### config.mk
export PLATFORM = sky130hd
export DESIGN_NAME = qam_tx_core
export DESIGN_NICKNAME = d
export VERILOG_FILES = /design/src/rtl/qam_tx_pkg.sv /design/src/rtl/qam_nco_lut.sv /design/src/rtl/qam_tx_core.sv
export SDC_FILE = /design/constraint.sdc
export NUM_CORES = 1
export LEC_CHECK = 0
export CORE_MARGIN = 2
export CORE_UTILIZATION = 55
export DETAILED_ROUTE_END_ITERATION = 12
export PLACE_DENSITY = 0.79
export SETUP_SLACK_MARGIN = 0.2
export SYNTH_ARGS = -nofsm -noshare
export SYNTH_HDL_FRONTEND = slang
export SYNTH_SLANG_ARGS = --single-unit
### constraint.sdc
create_clock -name clk -period 8 [get_ports clk]
set_input_delay 1.6 -clock clk [delete_from_list [all_inputs] [get_ports clk]]
set_output_delay 1.6 -clock clk [all_outputs]
set_load 0.1 [all_outputs]
### src/rtl/qam_tx_pkg.sv
// Shared types and helpers for the M-QAM transmitter: FSM states, Gray decode, index-to-level mapping.
package qam_tx_pkg;

    typedef enum logic {
        IDLE = 1'b0,
        RUN  = 1'b1
    } qam_state_e;

    // Derived values for the default 16-QAM build; the core derives its own from BPS.
    localparam int BPS_DEF   = 4;
    localparam int L         = 2 ** (BPS_DEF / 2);
    localparam int LVL_W     = BPS_DEF / 2 + 1;

    // Helpers work on the widest index (256-QAM); narrower indices are zero-extended.
    localparam int IDX_MAX_W = 4;
    localparam int LVL_MAX_W = IDX_MAX_W + 1;

    function automatic logic [IDX_MAX_W-1:0] gray2bin(input logic [IDX_MAX_W-1:0] g);
        logic [IDX_MAX_W-1:0] b;
        b[IDX_MAX_W-1] = g[IDX_MAX_W-1];
        for (int k = IDX_MAX_W - 2; k >= 0; k--) begin
            b[k] = b[k+1] ^ g[k];
        end
        return b;
    endfunction

    // Level = 2k - (2^half - 1), symmetric odd levels around zero.
    function automatic logic signed [LVL_MAX_W-1:0] idx_to_level(input logic [IDX_MAX_W-1:0] k,
                                                                 input int half);
        int v;
        v = 2 * int'(k) - ((1 << half) - 1);
        return LVL_MAX_W'(v);
    endfunction

endpackage

### src/rtl/qam_nco_lut.sv
// Phase accumulator with a full-wave sine ROM read twice (sine and quarter-wave-shifted cosine).
module qam_nco_lut #(
    parameter int PHASE_W = 16,
    parameter int FCW     = 4096,
    parameter int LUT_AW  = 6,
    parameter int AMP_W   = 16
) (
    input  logic                    clk,
    input  logic                    rst,
    input  logic                    clear,
    input  logic                    advance,
    output logic signed [AMP_W-1:0] sin_q,
    output logic signed [AMP_W-1:0] cos_q
);

    localparam int  DEPTH = 2 ** LUT_AW;
    localparam real PI    = 3.14159265358979323846;

    logic [PHASE_W-1:0]      r_phase;
    logic signed [AMP_W-1:0] w_rom [DEPTH];
    logic [LUT_AW-1:0]       w_sin_addr;
    logic [LUT_AW-1:0]       w_cos_addr;
    logic                    w_unused_phase;

    function automatic logic signed [AMP_W-1:0] sin_entry(input int k);
        real x;
        x = real'((2 ** (AMP_W - 1)) - 1) * $sin(2.0 * PI * real'(k) / real'(DEPTH));
        if (x >= 0.0) return AMP_W'($rtoi(x + 0.5));
        return AMP_W'(-$rtoi(0.5 - x));
    endfunction

    for (genvar k = 0; k < DEPTH; k++) begin : g_rom
        assign w_rom[k] = sin_entry(k);
    end

    // Cosine is the sine a quarter turn ahead; the add wraps in LUT_AW bits.
    assign w_sin_addr     = r_phase[PHASE_W-1 -: LUT_AW];
    assign w_cos_addr     = w_sin_addr + LUT_AW'(DEPTH / 4);
    assign w_unused_phase = ^r_phase;

    always_ff @(posedge clk) begin
        if (!rst) begin
            r_phase <= '0;
            sin_q   <= '0;
            cos_q   <= '0;
        end else begin
            if (clear) begin
                r_phase <= '0;
            end else if (advance) begin
                r_phase <= r_phase + PHASE_W'(FCW);
            end
            sin_q <= w_rom[w_sin_addr];
            cos_q <= w_rom[w_cos_addr];
        end
    end

endmodule

### src/rtl/qam_tx_core.sv
// Square M-QAM transmitter: bit collector, symbol mapper, NCO and 3-stage I*cos - Q*sin mixer.
// Define QAM_TX_GRAY_EN to Gray-decode each axis index before level mapping.
module qam_tx_core
    import qam_tx_pkg::*;
#(
    parameter int BPS     = 4,
    parameter int SPS     = 8,
    parameter int PHASE_W = 16,
    parameter int FCW     = 4096,
    parameter int LUT_AW  = 6,
    parameter int AMP_W   = 16,
    parameter int OUT_W   = AMP_W + BPS / 2 + 2
) (
    input  logic                    clk,
    input  logic                    rst,
    input  logic                    start,
    input  logic                    bit_in,
    input  logic                    bit_valid,
    output logic                    bit_ready,
    output logic                    sym_strobe,
    output logic                    out_valid,
    output logic signed [OUT_W-1:0] mixed_output,
    output logic                    underrun,
    output qam_state_e              dbg_state
);

    localparam int H      = BPS / 2;
    localparam int SYM_W  = H + 1;
    localparam int CNT_W  = (SPS > 1) ? $clog2(SPS) : 1;
    localparam int FILL_W = $clog2(BPS + 1);
    localparam int PROD_W = AMP_W + SYM_W;

    qam_state_e               r_state;
    logic [BPS-1:0]           r_shift;
    logic [FILL_W-1:0]        r_fill;
    logic [CNT_W-1:0]         r_cnt;
    logic signed [SYM_W-1:0]  r_sym_i, r_sym_q;
    logic                     r_s1_valid, r_s2_valid;
    logic signed [SYM_W-1:0]  r_s1_i, r_s1_q;
    logic signed [PROD_W-1:0] r_p_i, r_p_q;

    logic                     w_full, w_last, w_run, w_stop, w_accept;
    logic [IDX_MAX_W-1:0]     w_bin_i, w_bin_q;
    logic signed [SYM_W-1:0]  w_lvl_i, w_lvl_q;
    logic signed [AMP_W-1:0]  w_sin, w_cos;

    // Handshake: a bit moves on any rising edge where bit_valid && bit_ready; bit_ready never
    // depends on bit_valid, and it stays low while the collector holds a complete symbol.
    assign w_full    = (r_fill == FILL_W'(BPS));
    assign bit_ready = rst && start && !w_full;
    assign w_accept  = bit_valid && bit_ready;
    assign w_last    = (r_cnt == CNT_W'(SPS - 1));
    assign w_run     = (r_state == RUN);
    assign w_stop    = w_run && w_last && !start;
    assign dbg_state = r_state;

`ifdef QAM_TX_GRAY_EN
    assign w_bin_i = gray2bin(IDX_MAX_W'(r_shift[BPS-1 -: H]));
    assign w_bin_q = gray2bin(IDX_MAX_W'(r_shift[H-1:0]));
`else
    assign w_bin_i = IDX_MAX_W'(r_shift[BPS-1 -: H]);
    assign w_bin_q = IDX_MAX_W'(r_shift[H-1:0]);
`endif
    assign w_lvl_i = SYM_W'(idx_to_level(w_bin_i, H));
    assign w_lvl_q = SYM_W'(idx_to_level(w_bin_q, H));

    always_ff @(posedge clk) begin
        if (!rst) begin
            r_state    <= IDLE;
            r_shift    <= '0;
            r_fill     <= '0;
            r_cnt      <= '0;
            r_sym_i    <= '0;
            r_sym_q    <= '0;
            sym_strobe <= 1'b0;
            underrun   <= 1'b0;
        end else begin
            sym_strobe <= 1'b0;
            if (w_accept) begin
                r_shift <= {r_shift[BPS-2:0], bit_in};
                r_fill  <= r_fill + FILL_W'(1);
            end
            case (r_state)
                IDLE: begin
                    if (start && w_full) begin
                        r_sym_i    <= w_lvl_i;
                        r_sym_q    <= w_lvl_q;
                        r_fill     <= '0;
                        sym_strobe <= 1'b1;
                        r_cnt      <= '0;
                        r_state    <= RUN;
                    end
                end
                RUN: begin
                    r_cnt <= w_last ? '0 : r_cnt + CNT_W'(1);
                    if (w_last) begin
                        if (!start) begin
                            r_state <= IDLE;
                        end else if (w_full) begin
                            r_sym_i    <= w_lvl_i;
                            r_sym_q    <= w_lvl_q;
                            r_fill     <= '0;
                            sym_strobe <= 1'b1;
                        end else begin
                            r_sym_i    <= '0;
                            r_sym_q    <= '0;
                            underrun   <= 1'b1;
                            sym_strobe <= 1'b1;
                        end
                    end
                end
                default: r_state <= IDLE;
            endcase
        end
    end

    qam_nco_lut #(
        .PHASE_W(PHASE_W),
        .FCW    (FCW),
        .LUT_AW (LUT_AW),
        .AMP_W  (AMP_W)
    ) u_nco (
        .clk    (clk),
        .rst    (rst),
        .clear  (w_stop),
        .advance(w_run),
        .sin_q  (w_sin),
        .cos_q  (w_cos)
    );

    // Zeroing I/Q outside RUN makes the idle output fall out of the same datapath.
    always_ff @(posedge clk) begin
        if (!rst) begin
            r_s1_valid   <= 1'b0;
            r_s1_i       <= '0;
            r_s1_q       <= '0;
            r_s2_valid   <= 1'b0;
            r_p_i        <= '0;
            r_p_q        <= '0;
            out_valid    <= 1'b0;
            mixed_output <= '0;
        end else begin
            r_s1_valid   <= w_run;
            r_s1_i       <= w_run ? r_sym_i : '0;
            r_s1_q       <= w_run ? r_sym_q : '0;
            r_s2_valid   <= r_s1_valid;
            r_p_i        <= PROD_W'(r_s1_i) * PROD_W'(w_cos);
            r_p_q        <= PROD_W'(r_s1_q) * PROD_W'(w_sin);
            out_valid    <= r_s2_valid;
            mixed_output <= OUT_W'(r_p_i) - OUT_W'(r_p_q);
        end
    end

endmodule

======== Word level (Yosys, flattened, before mapping) ========
Memories as Yosys holds them, arrays and structs flattened. A register that Yosys moved wholly into a read port is not among the register bits.
Cells that the tools add are included.
operators by class
  multiplexer cells ....................... 25
  equal/unequal tests ..................... 5
  reductions and logical operators ........ 14
  multiply operators ...................... 2
  add/sub/neg operators ................... 7
  bitwise gates (word level) .............. 5
operators with widths
  kind                      count
  $mux W3                   15
  $mul A3 B16 Y19           2
  $pmux W3 S2               4
  $sub A19 B19 Y20          1
  $add A16 B13 Y16 const B  1
  $not A6 Y7                2
  $add A3 B1 Y3 const B     2
  $add A6 B5 Y6 const B     1
  $eq A3 B3 Y1 const B      2
  $logic_and A1 B1 Y1       6
  $sub A3 B2 Y3 const B     2
  $logic_not A1 Y1          4
  $mux W1                   4
  $ne A2 B2 Y1 const B      2
  $pmux W1 S2               2
  $reduce_and A4 Y1         1
  $not A1 Y1                3
  $reduce_and A3 Y1         1
  $ne A2 B1 Y1 const B      1
  $reduce_and A2 Y1         1
  $reduce_or A2 Y1          1
storage, ports and cells
  memories kept ........................... 2
  word-level logic and storage cells ...... 77
  bits in registers ....................... 102
  bits in read-only memories .............. 2,048
  output and inout bits ................... 25
  input bits .............................. 5
memory list
  memory           words  width  rd ports  clocked after memory_dff  wr ports  line               source
  (no name shown)  64     16     1         1                         0         qam_nco_lut.sv:53  cos_q <= w_rom[w_cos_addr];
  (no name shown)  64     16     1         1                         0         qam_nco_lut.sv:52  sin_q <= w_rom[w_sin_addr];

======== Longest topological paths before layout ========
  word-level depth ........................ 9
  depth in mapped cells ................... 13
  depth with buffers taken out ............ 13

======== Hierarchy ========
From an unflattened synthesis, not the netlist that was laid out.
second synthesis, totals
  cells, all modules ...................... 902
  area, all modules ....................... 7,878.8 um2
by module, submodules not included
  module       instances  cells an instance  sequential area each (um2)  area an instance (um2)
  qam_tx_core  1          757                1,681.6                     6,588.8
  qam_nco_lut  1          145                520.5                       1,290.0

======== Worst setup path after synthesis ========
OpenSTA, ideal clock, no wires.
  kind .................................... input-to-output
  from .................................... in rst
  to ...................................... out bit_ready
  arrival ................................. 2,632 ps
  stages on the path ...................... 2
  required time ........................... 6,400 ps
  buffers on the path ..................... 1
  setup slack ............................. 3,768 ps
  path through ............................ clkbuf_1 and3_1
on the way
  cells in the longest elaborated chain, start to end .. 2
RTL lines
  item                               line               source
  start, declared                    qam_tx_core.sv:15  input logic rst,
  $logic_and A1 B1 Y1 (2 in series)  qam_tx_core.sv:50  assign bit_ready = rst && start && !w_full;
  end, declared                      qam_tx_core.sv:19  output logic bit_ready,
No other way between the ends.

======== Worst setup path in the final report ========
Ends and elaborated chain as after synthesis.

==> results.md <==
* Seq/Total Area, Yosys at 28.93%
* Largest net degree at the start of global routing at 74
* Syn Inst Count at 909
* WL/cell at 13.75 um
* Drt drc at 0
* Worst hold path type: flip-flop to flip-flop
* Cts repair resizes at 0
* Slew Limit Fails at 0
* Router iterations before antenna repair at 7
* Maximum VDD drop at 0.1811 mV
* Crit-path slowest cell: clkdlybuf4s50_1
* Clock tree root buffer cell: clkbuf_16
* Final hold vios at 0
* Count of cell types in the netlist at 54
* Gr usage total at 21.37%
* Seq cells post-synth at 110
* Die height at 121.6 um
* Crit start category: input pin
* TNS Setup at 0 ns
* Gate power share at 2.2%
* Sw Pwr at 0.2115 mW
* First-pass GRT wire length at 25340 um
* EDFF count, synth at 0
* Lkg Pwr at 4.184 nW
* Ports at 30
* Area contributors post-synth: dfxtp_1, ha_1, fa_1, nor2_1, inv_1
* Rows at 42
* TritonCTS clock tree: built
* Number of global-route vias before repair at 5511
* Top FF cell, synth: dfxtp_1
* Internal power at 0.7787 mW
* Chip width at 121.6 um
* Syn nets at 1041
* Flop pwr share at 55.9%
* Max Fclk at 0.1846 GHz
* Placed wire-length estimate at 11840 um
* Max_cap viols at 0
* Worst-margin pin slew at 0.9821 ns
* Full die area at 14800 um^2
* Top-count cell post-synth: dfxtp_1
* Final cell count without fillers at 1100
* DP Cell Count at 1084
* PwrDens at 119.4 nW/um^2
* CTS Sinks at 110
* Worst-skew pair later-pin latency at 0.36 ns
* Clock share of power at 41.9%
* Fillers at 1179
* Syn_area_per_cell at 8.373 um^2
* Via density at 5.468
* WP buf/inv at 3
* Crit-path max cell delay at 1.14 ns
* GPL Wtd Cong at 0.8984
* Setup CP Type: input pin to primary output
* Core Area at 13400 um^2
* Vias at 6015
* Final Skew at 0.008072 ns
* Synth area leader: dfxtp_1
* Clock transition at path regs at 0.07 ns
* Worst Path Required at 6.40 ns
* Cell family with most CP delay: buffers and inverters
* Sw Ratio at 21.36%
* Port bufs at 29
* Routed Antenna Nets at 0
* CTS HTree Levels at 3
* Netlist Area Pre-Place at 7611 um^2
* GRT overflow at 0
* Antenna Diode Count at 0
* Share of the synthesized area in the top cell type at 28.93%
* RSZ-0062 raised after global routing: no
* CP cell instances: clkdlybuf4s50_1, buf_4, and3_1, clkdlybuf4s50_1
* Post-synth ARST share at 0%
* DRT Wirelength at 15130 um
* CTS max path bufs at 2
* Fin nets at 1051
* Initial Utilization at 56.80%
* Tmin final at 5.416 ns
* CTS Buf Count at 9
* CTS Hold Bufs at 0
* Relative slew slack at 34.32%
* Initial antenna violation count at 0
* Crit. End Element: primary output
* Yosys Warn Count at 0
* CP arrival at 3.82 ns
* Crit share post-route at 67.70%
* Status: finished, final reports clean
* Synth cell count leaders: dfxtp_1, nor2_1, ha_1
* Iteration-0 DRC count of the detailed router at 409
* Share of cells above drive strength 1 at 3.355%
* Setup bufs post-CTS at 0
* Crit-path most repeated cell: clkdlybuf4s50_1
* Worst-path fanout max at 43
* P&R area growth vs syn at 9.009%
* Final setup vio count at 0
## kinds of logic after synthesis
kind of cell               after synthesis  share of synthesized area [%]
and+or+nand+nor                        309                          19.00
AOI/OAI and AO/OA                      189                          16.14
adders and majority gates              127                          23.54
buffers and inverters                  120                          5.918
DFF                                    110                          28.93
xor gates and xnor gates                41                          4.718
muxes                                   13                          1.743
## layout by cell type, fill, tap and decap left out, drive strengths merged, types with 6 or more instances in the layout
| cell | count |
|---|---|
| nand3 | 7 |
| inv | 89 |
| a211oi | 10 |
| nand2 | 84 |
| o21ai | 42 |
| nand2b | 16 |
| nand4 | 6 |
| a21o | 27 |
| mux2i | 11 |
| clkdlybuf4s50 | 29 |
| or3 | 6 |
| dfxtp | 110 |
| xnor2 | 24 |
| and3 | 21 |
| o21a | 8 |
| and2 | 35 |
| nor3 | 14 |
| a21oi | 56 |
| xor2 | 17 |
| fa | 27 |
| o21bai | 6 |
| clkbuf | 12 |
| nor2 | 106 |
| ha | 100 |
| a311oi | 7 |
## sequential cells by signal (all words and copies together) (netlist names), 2 cells and up
register	cells
r_sym_q	2
r_cnt	3
r_s1_q	2
r_s1_i	3
r_p_i	19
u_nco.sin_q	11
u_nco.cos_q	11
r_fill	3
r_shift	4
mixed_output	20
r_sym_i	3
u_nco.r_phase	4
r_p_q	19
## routing by layer
metal  global-route usage (%)  vias up  routed length, um
met5                        0        -                  0
met4                    8.477        0                446
met3                    4.073       34                495
met2                    37.36      124               7416
met1                    25.95     2761               6770
li1                         -     3096                  -
## stage by stage
step / utilization (%) / worst slack [ns] / total power [mW] / hold slack, ns / area, um^2
2_1_floorplan: - / 3.768 / 0.5802 / 0.4119 / 7611
3_3_place_gp: 59.85 / 2.606 / 0.5869 / 0.4184 / 8020
3_5_place_dp: 59.85 / 2.598 / 0.5876 / 0.4256 / 8020
4_1_cts: 61.91 / 2.586 / 1.003 / 0.4453 / 8297
5_1_grt: 61.91 / 2.499 / 1.022 / 0.4685 / 8297
6_report: 61.91 / 2.584 / 0.9902 / 0.4405 / 8297
## power groups by stage
stage | Sequential [mW] | Combinational (mW) | Clock, mW
after floorplan | 0.565 | 0.0152 | 0
after detailed placement | 0.566 | 0.0217 | 0
after CTS | 0.553 | 0.0219 | 0.428
after global placement | 0.566 | 0.0213 | 0
final | 0.553 | 0.0218 | 0.415
after global routing | 0.554 | 0.0239 | 0.444
## cell type report
type	count	area (um^2)	area share [%]
multi-input combinational	679	4959	59.76
sequential	110	2202	26.54
inverter	87	326.6	3.936
timing repair buffer	32	312.8	3.770
clock buffer	12	246.5	2.971
tap	176	220.2	2.654
clock inverter	4	30.03	0.3619
## path summary, 6_finish.rpt
| check | endpoint | cells past startpoint | slack [ns] | start |
|---|---|---|---|---|
| max reg2reg | r_p_q[15]$_SDFF_PN0_ | 13 | 4.09 | r_s1_i[0]$_SDFF_PN0_ |
| min | r_s2_valid$_SDFF_PN0_ | 1 | 0.44 | r_s1_valid$_SDFF_PN0_ |
| max | bit_ready | 4 | 2.58 | rst |
| min reg2reg | r_s2_valid$_SDFF_PN0_ | 1 | 0.44 | r_s1_valid$_SDFF_PN0_ |
No activity file was read; power rests on OpenSTA's default activity.
